<file path="config.mk">
export PLATFORM = sky130hd
export DESIGN_NAME = rr_packet_arbiter
export DESIGN_NICKNAME = d
export VERILOG_FILES = /design/src/rtl/rr_packet_arbiter.sv
export SDC_FILE = /design/constraint.sdc
export NUM_CORES = 1
export LEC_CHECK = 0
export BUFFER_PORTS_ARGS = -buffer_cell sky130_fd_sc_hd__buf_2
export CAP_MARGIN = 20
export CORE_MARGIN = 2
export CORE_UTILIZATION = 43
export CTS_CLUSTER_DIAMETER = 40
export DETAILED_ROUTE_END_ITERATION = 10
export PLACE_DENSITY = 0.78
export SLEW_MARGIN = 15
export SYNTH_ARGS = -nofsm -noshare
export SYNTH_HDL_FRONTEND = slang
export SYNTH_SLANG_ARGS = --single-unit
</file>
<file path="constraint.sdc">
create_clock -name clk -period 4.53 [get_ports clk]
set_input_delay 0.2265 -clock clk [delete_from_list [all_inputs] [get_ports clk]]
set_output_delay 0.2265 -clock clk [all_outputs]
set_load 0.01 [all_outputs]
</file>
<file path="src/rtl/rr_packet_arbiter.sv">
`default_nettype none
// ============================================================================
//  Module      : rr_packet_arbiter
//  Description : Packet-granular round-robin arbiter for one NoC router output
//                port shared by five inputs (local, west, east, north, south).
//                A winning input owns the port for PKT_LEN flits. The output
//                flit is registered with full-throughput valid/ready.
//  Revision    : 1.0 - initial release
// ============================================================================
module rr_packet_arbiter #(
  parameter logic [0:4] INPUT_MASK = 5'b11111, // element i enables input i
  parameter int         PKT_LEN    = 4,        // flits per packet, >= 1
  parameter int         DW         = 32        // router-wide flit width
) (
  input  logic          clk,
  input  logic          rstn,
  input  logic [DW-1:0] data_i [5],
  input  logic [4:0]    valid_i,
  output logic [4:0]    ready_o,
  output logic [DW-1:0] data_o,
  output logic          valid_o,
  input  logic          ready_i,
  output logic [4:0]    grant_o,
  output logic          busy_o
);

  localparam int            CW       = $clog2(PKT_LEN + 1);
  localparam logic [0:0]    IDLE     = 1'b0;
  localparam logic [0:0]    BUSY     = 1'b1;
  localparam logic [CW-1:0] TAIL_CNT = CW'(PKT_LEN - 1);

  logic [0:0]    state_q, state_d;
  logic [2:0]    ptr_q, ptr_d;
  logic [2:0]    owner_q, owner_d;
  logic [CW-1:0] cnt_q, cnt_d;
  logic [4:0]    grant_q, grant_d;
  logic          valid_q, valid_d;
  logic [DW-1:0] data_q, data_d;

  logic [4:0]    mask;
  logic [4:0]    cand;
  logic          win_found;
  logic [2:0]    win_idx;
  logic [2:0]    sel_idx;
  logic          sel_ok;
  logic          load;
  logic          xfer;
  logic [DW-1:0] sel_data;
  int            j;

  // Re-order the mask so that bit i of the vector always means input i
  for (genvar gi = 0; gi < 5; gi++) begin : g_mask
    assign mask[gi] = INPUT_MASK[gi];
  end

  // Round-robin search starting just after the last packet owner
  always_comb begin
    cand      = valid_i & mask;
    win_found = 1'b0;
    win_idx   = 3'd0;
    j         = 0;
    for (int k = 1; k <= 5; k++) begin
      j = int'(ptr_q) + k;
      if (j >= 5) j = j - 5;
      if (!win_found && cand[3'(j)]) begin
        win_found = 1'b1;
        win_idx   = 3'(j);
      end
    end
  end

  // Handshake: only the selected input may see ready, and only when the output register can load
  always_comb begin
    load     = ~valid_q | ready_i;
    sel_idx  = (state_q == BUSY) ? owner_q : win_idx;
    sel_ok   = (state_q == BUSY) | win_found;
    ready_o  = (rstn && load && sel_ok) ? (5'b00001 << sel_idx) : 5'b00000;
    xfer     = |(valid_i & ready_o);
    sel_data = '0;
    for (int i = 0; i < 5; i++) begin
      if (sel_idx == 3'(i)) sel_data = data_i[i];
    end
  end

  // Next-state: output register and packet ownership tracking
  always_comb begin
    state_d = state_q;
    ptr_d   = ptr_q;
    owner_d = owner_q;
    cnt_d   = cnt_q;
    grant_d = grant_q;
    valid_d = valid_q;
    data_d  = data_q;

    if (xfer) begin
      valid_d = 1'b1;
      data_d  = sel_data;
    end else if (ready_i) begin
      valid_d = 1'b0;
    end

    case (state_q)
      IDLE: begin
        if (xfer) begin
          if (PKT_LEN == 1) begin
            // Single-flit packets: the head is also the tail
            ptr_d = win_idx;
          end else begin
            state_d = BUSY;
            owner_d = win_idx;
            cnt_d   = CW'(1);
            grant_d = 5'b00001 << win_idx;
          end
        end
      end
      BUSY: begin
        if (xfer) begin
          if (cnt_q == TAIL_CNT) begin
            state_d = IDLE;
            ptr_d   = owner_q;
            cnt_d   = '0;
            grant_d = 5'b00000;
          end else begin
            cnt_d = cnt_q + CW'(1);
          end
        end
      end
      default: begin
        state_d = IDLE;
      end
    endcase
  end

  // State registers; reset drops any in-flight flit and restarts priority at input 0
  always_ff @(posedge clk or negedge rstn) begin
    if (!rstn) begin
      state_q <= IDLE;
      ptr_q   <= 3'd4;
      owner_q <= 3'd0;
      cnt_q   <= '0;
      grant_q <= 5'b00000;
      valid_q <= 1'b0;
      data_q  <= '0;
    end else begin
      state_q <= state_d;
      ptr_q   <= ptr_d;
      owner_q <= owner_d;
      cnt_q   <= cnt_d;
      grant_q <= grant_d;
      valid_q <= valid_d;
      data_q  <= data_d;
    end
  end

  assign data_o  = data_q;
  assign valid_o = valid_q;
  assign grant_o = grant_q;
  assign busy_o  = (state_q == BUSY);

endmodule
`default_nettype wire

</file>
* Word level (Yosys, flattened, before mapping) *
Cells that the tools add are included.

operators by class
  $add $sub $neg = 11
  $mul = 0
  divide/modulo/power cells = 0
  magnitude comparators = 10
  equal/unequal tests = 8
  shift-type cells = 2
  mux-type cells = 51
  bitwise logic cells = 5
  reduce and logical (&&, ||, !) cells = 17

operator list
  operator                                               count
  2-to-1 mux 32 bit                                      5
  2-to-1 mux 3 bit                                       14
  < comparator 3 x 5 -> 1 bit, second input constant     5
  >= comparator 4 x 3 -> 1 bit, second input constant    5
  2-to-1 mux 1 bit                                       20
  2-to-1 mux 5 bit                                       4
  binary-select mux 1 bit (select 3 bit)                 5
  subtractor 3 bit, second input constant                5
  one-hot mux 5 bit (2 select lines)                     1
  left shift 1 x 3 -> 5 bit, first input constant        2
  equality test 3 x 2 -> 1 bit, second input constant    3
  adder 3 x 2 -> 4 bit, second input constant            2
  adder 3 x 3 -> 4 bit, second input constant            2
  logical AND 1 bit                                      6
  one-hot mux 3 bit (2 select lines)                     1
  AND reduction 3 bit                                    2
  AND 5 bit                                              1
  OR reduction 5 bit                                     1
  adder 3 x 1 -> 4 bit, second input constant            1
  logical NOT 1 bit                                      4
  inequality test 2 x 1 -> 1 bit, second input constant  2
  AND reduction 2 bit                                    2
  adder 3 x 1 -> 3 bit, second input constant            1
  equality test 3 x 1 -> 1 bit, second input constant    1
  other kinds (7)                                        9

storage, ports and cells
  register bits = 48
  bits in latches = 0
  RAM bits = 0
  ROM bits = 0
  input bits = 168
  output and inout port bits = 44
  word-level logic and storage cells = 111
  memories = 0

* Depth between registers and ports, before layout *
Gate-level depths: netlist (run 1).

  depth after elaboration = 26
  mapped depth = 20
  gate-level depth less buffers = 16

* Worst setup path after synthesis (run 1) *
OpenSTA, ideal clock, no wires.

  path kind = flip-flop to flip-flop
  from = register ptr_q[0]
  to = register data_q[0], in the netlist data_o[0]
  library setup time = 125 ps
  arrival time = 4746 ps
  data required time = 4405 ps
  slack = -341 ps
  cell stages (with the launch flop) = 19
  buffers on the path = 3
  period minus slack after synthesis = 4871 ps
  cells stage by stage = dfrtp_1 > buf_4 > inv_1 > ha_1 > inv_1 > fa_1 > or3_1 > o311ai_0 > or2_1 > and4b_1 > clkbuf_1 > nand4b_1 > o31a_1 > a21boi_2 > mux2_2 > a22oi_2 > o22ai_4 > buf_6 > mux2_4

on the way
  longest elaborated chain between the ends = 26
  elaborated cells on any way between the ends = 70
  those cells by class = add/sub (10); order compare (5); eq/ne (4); shift (1); mux (37); bitwise (2); reduce/logical (11)

RTL lines
  what                                                              line  text
  start, declared                                                   33    logic [2:0] ptr_q, ptr_d;
  start signal, assigned                                            146   ptr_q <= ptr_d;
  adder 3 x 1 -> 4 bit                                              63    j = int'(ptr_q) + k;
  >= comparator 4 x 3 -> 1 bit or subtractor 3 bit (tied branches)  64    if (j >= 5) j = j - 5;
  2-to-1 mux 3 bit                                                  64
  binary-select mux 1 bit (select 3 bit)                            65    if (!win_found && cand[3'(j)]) begin
  2-to-1 mux 1 bit (not written as such) (2 in a row)               65
  2-to-1 mux 1 bit                                                  65
  logical NOT 1 bit                                                 65
  logical AND 1 bit                                                 65
  [... 5 more ...]                                                  -
  logical AND 1 bit                                                 65
  2-to-1 mux 1 bit                                                  65
  logical NOT 1 bit                                                 65
  logical AND 1 bit                                                 65
  2-to-1 mux 3 bit                                                  65
  2-to-1 mux 3 bit                                                  75    sel_idx = (state_q == BUSY) ? owner_q : win_idx;
  logical NOT 3 bit                                                 81    if (sel_idx == 3'(i)) sel_data = data_i[i];
  2-to-1 mux 32 bit (5 in a row)                                    81
  end signal, assigned                                              151   data_q <= data_d;
  end, declared                                                     38    logic [DW-1:0] data_q, data_d;

Several ways; a longest one is shown, not always the timed one. The select of a mux whose other input is x is not followed.
A chain may end at the register's enable or synchronous reset.

* Final worst setup path (run 1) *
  from = register ptr_q[2]
  to = register data_q[9], in the netlist data_o[9]

Same word-level chain as after synthesis.

==> run metrics, run 1 <==
initial DRC count 308; status completed; Port Buffers 211; Power Dens Cells 992.5 nW/um^2; r2r setup slk 0.05 ns; Critical Path Source ptr_q[2]; Fmax 0.2232 GHz; synth cell count leaders nor2_1 (50), dfrtp_1 (47), mux2_2 (36), mux2i_1 (35), a221o_1 (34); syn nets 633; DR vias 4775; Clk pwr share 0.056; post-synthesis sequential area ratio 0.2645; clock tree from TritonCTS yes; startpoint types register; hold_ws 0.01117 ns; CP arrival 4.67 ns; CTS Buf Count 5; leak pwr 3.380 nW; Max Transition Viols Final 0; first-pass GRT wire length 23210 microns; area of the core 10280 sq um; worst min-delay path class input pin to async pin; Rows 37; top-count cell post-synth nor2_1; Die X 106.8 microns; CTS max path bufs 2; dpl cell area 6053 sq um; DR pass1 iterations 4; R2R Path Start ptr_q[2]; yosys warns 0; sw frac 0.4283; IO Pins 212; Post-synth EDFFs 0; Seq pwr share 0.120; Mapped Area 4546 sq um; initial antenna violation count 1; Synth top area share 0.2587; ys async rst share 1.000; filler instances 841; RSZ-0062 raised after global routing yes; routed vias/inst 5.644; required time of the critical path 4.72 ns; HPWL Detailed 11810 microns; skew final 0.006852 ns; gpl congestion 0.9437; All-Layer GR Usage 0.2550; total power 0.006715 W; worst-skew pair later-pin latency 0.30 ns; r2r worst-path depth 15; root buf cell clkbuf_8; final-report hold violation count 0; Gate Count Post-Synth 453; H-tree lvl count 2; vias in the first global route 4684; final setup violation count 0; Routed WL 15910 microns; clock sink count 48; TNS Setup 0 ns; Syn-to-layout area delta 48.86%; Most used DFF post-synth dfrtp_1; Worst-Margin Slew 0.6225 ns; synth top area cells dfrtp_1 (26%), mux2_4 (9.9%), mux2_2 (8.9%), mux2i_1 (7.7%), a221o_1 (7.5%); end of the worst register-to-register path data_o[9]; logic gate share of total power 0.824; switching pwr 0.002877 W; critical path type register to register; die area 11410 sq um; Post-Place Worst Slack -0.1973 ns; area leader, netlist dfrtp_1; max_cap viols 0; Hold Buf Count CTS 0; CP endpoint kind register; GRT overflow 0; Post-Syn Area per Cell 10.03 sq um; Internal Power 0.003839 W; minimum clock period 4.479 ns; share of cells above drive strength 1 0.5755; Critical Path Fanout Max 7; final setup margin 0.05067 ns; Initial Util 0.4423; Antenna Nets Post-Route 0; maximum VDD drop 520.5 uV; clk slew on worst S/H paths 0.09 ns; fin area 6766 sq um; Slew HR 0.5850; fin crit share 0.9888; largest net degree at the start of global routing 50; nets 888; register bit total from synthesis 48; wire length per cell 18.81 microns; Synth cell types 73; drt drc 0; Die H 106.8 microns
==> worst max path at each step <==
stage                     slack, ns         end  cells after the start
final                          0.05   data_o[9]                     15
after global routing           -0.1  ready_o[0]                     15
after CTS                      0.04  ready_o[3]                     15
after detailed placement      -0.20    cnt_q[0]                     17
after global placement         0.06    cnt_q[1]                     17
after floorplan                0.02   data_o[0]                     16
==> final cells by class <==
cell class | instances | area, sq um | area share
antenna | 1 | 2.502 | 0.0003698
clock buffer | 5 | 68.82 | 0.01017
clock inverter | 3 | 68.82 | 0.01017
inverter | 16 | 67.56 | 0.009985
multi-input combinational | 358 | 3386 | 0.5004
sequential | 48 | 1204 | 0.1779
tap | 136 | 170.2 | 0.02515
timing repair buffer | 279 | 1799 | 0.2659
==> power groups by stage <==
| stage | combinational [W] | sequential (W) | clock [W] |
|---|---|---|---|
| 2_1_floorplan | 0.00329 | 0.000852 | 0 |
| 3_3_place_gp | 0.00446 | 0.000790 | 0 |
| 3_5_place_dp | 0.00459 | 0.000793 | 0 |
| 4_1_cts | 0.00468 | 0.000794 | 0.000385 |
| 5_1_grt | 0.00590 | 0.000823 | 0.000400 |
| 6_report | 0.00554 | 0.000805 | 0.000375 |
==> flip-flops by register name, summed over array words and instances, names as in the netlist <==
name and flops:
busy_o 1, valid_o 1, ptr_q 3, data_o 32
cnt_q 3, grant_o 5, owner_q 3
==> layout by cell type, fill, tap and decap left out, types with 3 or more instances in the layout <==
cell       instances
nor2_1            46
o2bb2ai_1          3
mux2_1             5
nor2_4             3
or2_1              3
nand2_1           22
a31oi_4            4
ha_4               4
mux2_2            34
inv_1             13
clkbuf_8           5
nand2b_1           7
mux2i_1           34
mux2_4            35
nor3_4             3
a21boi_4           3
buf_4             45
mux4_2             3
a221o_1           34
buf_6             10
nor2b_1           10
a21oi_1            4
nand4b_1           3
nor3_1             3
o21ai_0           11
and2_1             3
dfrtp_1           46
nand3_1            8
buf_12             7
xnor2_1            3
ha_1               5
buf_2            211
o22ai_1            3
clkbuf_16          5
==> critical path, cell delays in order (launching register included) <==
cell,delay (ns)
dfstp_2,0.57
clkinvlp_4,0.17
ha_4,0.21
or3b_1,0.36
a221oi_2,0.35
mux4_2,0.60
a21boi_4,0.16
nand2b_4,0.14
nand4b_1,0.10
a41o_1,0.24
a21boi_4,0.21
and4_4,0.26
a31oi_4,0.05
o22ai_4,0.39
clkbuf_16,0.25
mux2_4,0.30
==> metrics by stage <==
stage                       util  cells
after detailed placement  0.5890    814
final                     0.6584    846
after global routing      0.6584    846
after floorplan                -    453
after CTS                 0.6090    826
after global placement    0.5890    814
==> per-layer routing <==
layer  vias to the layer above  part of all wire  GRT usage
li1                       2229                 -          -
met1                      2295              0.38     0.2969
met2                       217              0.52     0.4572
met3                        34             0.067    0.05289
met4                         0             0.031    0.09926
met5                         -                 0          0
==> repair_timing <==
item                                    CTS  global route
buffers inserted                          4            13
gates cloned                              0             6
resized for setup                         7            57
pin swaps                                 4             6
endpoints found under the setup margin   39            44
endpoints found under the hold margin     0             0
==> kinds of logic (layout without fill, tap and decap cells) <==
kind of cell,Yosys count,in the layout,synth area share
AOI/OAI and AO/OA,98,98,0.1963
xor gates and xnor gates,3,3,0.005781
adders and majority gates,12,12,0.03468
buffers and inverters,47,303,0.05202
DFF,48,48,0.2645
muxes,112,112,0.3000
other,0,1,0
and+or+nand+nor,133,133,0.1467
Power figures use the tool's default switching activity.
==> run 2, diff against run 1 <==
--- a/config.mk
+++ b/config.mk
@@ -7,11 +7,12 @@
 export LEC_CHECK = 0
 export BUFFER_PORTS_ARGS = -buffer_cell sky130_fd_sc_hd__buf_2
 export CAP_MARGIN = 20
-export CORE_MARGIN = 2
-export CORE_UTILIZATION = 43
+export CELL_PAD_IN_SITES_DETAIL_PLACEMENT = 1
+export CELL_PAD_IN_SITES_GLOBAL_PLACEMENT = 2
+export CORE_UTILIZATION = 25
 export CTS_CLUSTER_DIAMETER = 40
 export DETAILED_ROUTE_END_ITERATION = 10
-export PLACE_DENSITY = 0.78
+export PLACE_DENSITY_LB_ADDON = 0.1
 export SLEW_MARGIN = 15
 export SYNTH_ARGS = -nofsm -noshare
 export SYNTH_HDL_FRONTEND = slang
==> run metrics, run 2 (synthesis results as in run 1) <==
status completed; Port Buffers 211 (unchanged); Initial Util 0.2592 (-0.1831); CTS Buf Count 5 (unchanged); clk slew on worst S/H paths 0.07 ns (-0.02 ns); Antenna Nets Post-Route 0 (unchanged); final setup margin 0.009673 ns (-0.04100 ns); Critical Path Fanout Max 27 (+20); startpoint types register; area of the core 17540 sq um (+71%); Crit path largest cell delay 0.56 ns (-0.04 ns); fin crit share 0.9979 (+0.009051); root buf cell clkbuf_16; required time of the critical path 4.72 ns (about the same); crit path to data_o[30]; All-Layer GR Usage 0.1921 (-0.06291); minimum clock period 4.520 ns (+0.04100 ns); DR vias 4677 (-2.1%); placed instance count 920 (+13%); routed vias/inst 4.918 (-13%); Die H 136.8 microns (+28%); hold_ws 0.02834 ns (+0.01718 ns); dpl cell area 6280 sq um (+3.7%); maximum VDD drop 326.6 uV (-37%); worst-skew pair later-pin latency 0.31 ns (about the same); worst min-delay path class input pin to async pin; Die X 136.8 microns (+28%); Worst-Margin Slew 0.8909 ns (+0.2684 ns); wire length per cell 19.45 microns (+3.4%); share of cells above drive strength 1 0.5868 (+0.01132); R2R Path Start ptr_q[0]; nets 905 (+1.9%); HPWL Detailed 13990 microns (+18%); critical path type register to register; Syn-to-layout area delta 53.32%; largest net degree at the start of global routing 50 (unchanged); CTS max path bufs 2 (unchanged); r2r worst-path depth 16 (+1); TNS Setup 0 ns (unchanged); Routed WL 18500 microns (+16%); final setup violation count 0 (unchanged); initial DRC count 164 (-47%); CP delay by family, top simple AND/OR/NAND/NOR gates; die area 18730 sq um (+64%); drt drc 0 (unchanged); fin area 6969 sq um (+3.0%); final-report hold violation count 0 (unchanged); gpl congestion 0.7960 (-16%); Hold Buf Count CTS 0 (unchanged); clock sink count 48 (unchanged); Fmax 0.2212 GHz (-0.91%); skew final 0.004938 ns (-0.001914 ns); Rows 48 (+30%); r2r setup slk 0.01 ns (-0.04 ns); GRT overflow 0 (unchanged); CP endpoint kind register; initial antenna violation count 0 (-1); most frequent cells in the layout buf_2 (212), buf_4 (68), nor2_1 (47), dfrtp_1 (45); Critical Path Stages 16 (+1); CP arrival 4.71 ns (+0.04 ns); ANT cells 0 (-1); vias in the first global route 5000 (+6.7%); Max Transition Viols Final 0 (unchanged); Slew HR 0.4010 (-0.1840); H-tree lvl count 2 (unchanged); RSZ-0062 raised after global routing yes; clock tree from TritonCTS yes; leak pwr 3.468 nW (+2.6%); Power Dens Cells 1001 nW/um^2 (+0.90%); IO Pins 212 (unchanged); DR pass1 iterations 4 (unchanged); Post-Place Worst Slack -0.07993 ns (+0.1174 ns); max_cap viols 0 (unchanged); worst-path cell chain clkinvlp_4 -> ha_4 -> inv_2 -> fa_2 -> or4b_4 -> o311ai_4 -> or2_1 -> and4b_2 -> nand4b_1 -> o31a_1 -> a21boi_4 -> mux2_4 -> a22oi_2 -> o22ai_4 -> buf_12 -> mux2_1; CP bufs+invs 3 (+1); slowest CP cell or4b_4; Critical Path Source ptr_q[0]; commonest non-fill, non-tap cell in the layout buf_2; final non-filler cell total 951 (+12%); Largest register FFs 32 (unchanged); first-pass GRT wire length 27100 microns (+17%); end of the worst register-to-register path data_o[30]
[run 2: through the flow]
| step | power, W | utilization |
|---|---|---|
| 2_1_floorplan | 0.004141 | - |
| 3_3_place_gp | 0.005652 | 0.3581 |
| 3_5_place_dp | 0.005741 | 0.3581 |
| 4_1_cts | 0.006405 | 0.3729 |
| 5_1_grt | 0.007505 | 0.3974 |
| 6_report | 0.006979 | 0.3974 |
[run 2: metal layers]
metal  GRT usage  wire length [microns]  up-vias  part of all wire
met5           0                      0        -                 0
met4     0.04457                    303        0             0.016
met3     0.05148                   1003       17             0.054
met2      0.3353                   9316      139              0.50
met1      0.2337                   7878     2270              0.43
li1            -                      -     2251                 -
[run 2: power breakdown]
part	internal [W]	switching, W
Sequential	0.000650	0.000142
Clock	0.000319	0.000194
Combinational	0.00301	0.00266
Total	0.00398	0.00300
[run 2: final cells by class]
cell class,instances,area (sq um)
Multi-Input combinational cell,358,3348
Tap cell,225,281.5
Timing Repair Buffer,296,1877
Fill cell,2057,10570
Inverter,16,63.81
Clock inverter,3,68.82
Clock buffer,5,125.1
Sequential cell,48,1205
[run 2: repair_timing]
| item | CTS | global route |
|---|---|---|
| cloned | 0 | 4 |
| setup buffers | 4 | 16 |
| endpoints found under the setup margin | 40 | 48 |
| pin swaps | 3 | 9 |
| gates resized for setup | 7 | 47 |
[run 2: worst min path at each step]
stage | start | to | slack [ns] | depth (start not counted)
2_1_floorplan | rstn | busy_o | -0.07 | 0
3_3_place_gp | rstn | owner_q[1] | 0.41 | 2
3_5_place_dp | rstn | ptr_q[0] | 0.41 | 2
4_1_cts | rstn | ptr_q[0] | 0.08 | 2
5_1_grt | rstn | grant_o[0] | 0.1 | 2
6_report | rstn | grant_o[0] | 0.03 | 2
[run 2: worst register-to-register path, delay by kind of cell (launching register included)]
| kind | cells | cell delay, ns |
|---|---|---|
| flops | 1 | 0.45 |
| simple gates | 4 | 1.24 |
| mux | 2 | 0.67 |
| compound gates | 5 | 1.11 |
| fa+ha+maj | 2 | 0.55 |
| buf+inv | 3 | 0.38 |
==> run 3, diff against run 2 <==
--- a/config.mk
+++ b/config.mk
@@ -13,6 +13,7 @@
 export CTS_CLUSTER_DIAMETER = 40
 export DETAILED_ROUTE_END_ITERATION = 10
 export PLACE_DENSITY_LB_ADDON = 0.1
+export SETUP_SLACK_MARGIN = 0.2
 export SLEW_MARGIN = 15
 export SYNTH_ARGS = -nofsm -noshare
 export SYNTH_HDL_FRONTEND = slang
==> run metrics, run 3 (synthesis results as in run 1) <==
status completed; CP endpoint kind register; fin crit share 0.9901 (-0.007723); maximum VDD drop 407.9 uV (+25%); Fmax 0.2229 GHz (+0.78%); DR vias 4726 (+1.0%); root buf cell clkbuf_16; largest net degree at the start of global routing 50 (unchanged); skew final 0.007197 ns (+0.002259 ns); initial antenna violation count 0 (unchanged); Internal Power 0.004682 W (+18%); HPWL Detailed 14140 microns (+1.1%); CTS max path bufs 2 (unchanged); clock tree from TritonCTS yes; wire length per cell 19.44 microns (about the same); end of the worst register-to-register path data_o[30]; worst-skew pair later-pin latency 0.30 ns (about the same); Initial Util 0.2592 (unchanged); Die H 136.8 microns (unchanged); critical path type register to register; Clk pwr share 0.069 (-0.005); DR pass1 iterations 4 (unchanged); Power Dens Cells 1055 nW/um^2 (+5.4%); switching pwr 0.003242 W (+8.2%); vias in the first global route 5084 (+1.7%); initial DRC count 80 (-51%); Antenna Nets Post-Route 0 (unchanged); share of cells above drive strength 1 0.6183 (+0.03150); Port Buffers 211 (unchanged); startpoint types register; RSZ-0062 raised after global routing yes; CP arrival 4.66 ns (-0.05 ns); Worst-Margin Slew 0.7236 ns (-0.1673 ns); worst min-delay path class input pin to async pin; Max Transition Viols Final 0 (unchanged); required time of the critical path 4.71 ns (about the same); hold_ws 0.01985 ns (-0.008498 ns); r2r setup slk 0.04 ns (+0.03 ns); final setup violation count 0 (unchanged); R2R Path Start ptr_q[0]; first-pass GRT wire length 27770 microns (+2.4%); nets 923 (+2.0%); leak pwr 3.705 nW (+6.8%); GRT overflow 0 (unchanged); sw frac 0.4092 (-0.02037); total power 0.007924 W (+14%); logic gate share of total power 0.831 (+0.018); Slew HR 0.5135 (+0.1125); final-report hold violation count 0 (unchanged); ANT cells 0 (unchanged); Seq pwr share 0.100 (-0.014); minimum clock period 4.485 ns (-0.03499 ns); drt drc 0 (unchanged); routed vias/inst 4.877 (-0.83%); dpl cell area 6297 sq um (+0.28%); area of the core 17540 sq um (unchanged); gpl congestion 0.8188 (+2.9%); most frequent cells in the layout buf_2 (211), buf_4 (58), nor2_1 (46), dfrtp_1 (46), mux2_4 (42); Die X 136.8 microns (unchanged); commonest non-fill, non-tap cell in the layout buf_2; clk slew on worst S/H paths 0.07 ns (about the same); die area 18730 sq um (unchanged); clock sink count 48 (unchanged); CTS Buf Count 5 (unchanged); H-tree lvl count 2 (unchanged); Largest register FFs 32 (unchanged); fin area 7510 sq um (+7.8%); max_cap viols 0 (unchanged); Rows 48 (unchanged); Critical Path Fanout Max 8 (-70%); Routed WL 18840 microns (+1.8%); Syn-to-layout area delta 65.21%; r2r worst-path depth 18 (+2); IO Pins 212 (unchanged); All-Layer GR Usage 0.1972 (+0.005034)
[run 3: worst max path at each step]
stage | start | endpoint | slack (ns) | cells past startpoint
floorplan | ptr_q[0] | data_o[0] | 0.04 | 18
global placement | ptr_q[0] | data_o[7] | -0.02 | 15
detailed placement | ptr_q[0] | data_o[2] | -0.07 | 17
CTS | ptr_q[0] | data_o[9] | 0.10 | 16
global route | ptr_q[0] | cnt_q[0] | -0.07 | 19
finish | ptr_q[0] | data_o[30] | 0.04 | 18
[run 3: layout make-up]
| class | count | area, sq um |
|---|---|---|
| Clock buffer | 5 | 125.1 |
| Clock inverter | 3 | 90.09 |
| Fill cell | 2000 | 10030 |
| Inverter | 16 | 63.81 |
| Multi-Input combinational cell | 358 | 3505 |
| Sequential cell | 48 | 1204 |
| Tap cell | 225 | 281.5 |
| Timing Repair Buffer | 314 | 2241 |
[run 3: timing repair]
item	4_1_cts	5_1_grt
setup endpoints to repair	51	51
pin swaps	21	18
hold buffers	0	0
cloned	5	3
buffers inserted	42	7
resized for setup	45	43
[run 3: metrics by stage]
step / setup WS, ns / util / std cells / TNS, ns
floorplan: 0.03670 / - / 453 / 0
CTS: 0.1014 / 0.4100 / 959 / 0
detailed placement: -0.07082 / 0.3591 / 904 / -1.956
global route: -0.06603 / 0.4282 / 969 / -1.298
global placement: -0.01972 / 0.3591 / 904 / -0.01972
finish: 0.04466 / 0.4282 / 969 / 0
[run 3: power groups by stage]
stage	logic (W)	clock network (W)	registers [W]
global route	0.00702	0.000571	0.000826
finish	0.00659	0.000543	0.000793
floorplan	0.00343	0	0.000855
CTS	0.00609	0.000557	0.000795
global placement	0.00494	0	0.000792
detailed placement	0.00503	0	0.000790
[run 3: critical path, stage by stage, from the launching register on]
cell and delay (ns):
dfrtp_1 0.42, clkinvlp_4 0.20, buf_6 0.16, ha_4 0.16, ha_4 0.23, a21boi_4 0.26
buf_6 0.15, mux2i_4 0.23, a31oi_4 0.05, a31oi_4 0.21, mux2_4 0.33, a221o_1 0.43
a31oi_4 0.21, buf_12 0.18, buf_12 0.14, buf_16 0.12, mux2_2 0.33, a221o_1 0.30
mux2_4 0.25
[run 3: per-layer routing]
metal | wire length [microns] | up-vias | share of wire | GRT usage
met1 | 8005 | 2279 | 0.42 | 0.2390
li1 | - | 2289 | - | -
met4 | 189 | 0 | 0.010 | 0.04823
met3 | 836 | 13 | 0.044 | 0.03889
met2 | 9806 | 145 | 0.52 | 0.3545
met5 | 0 | - | 0 | 0
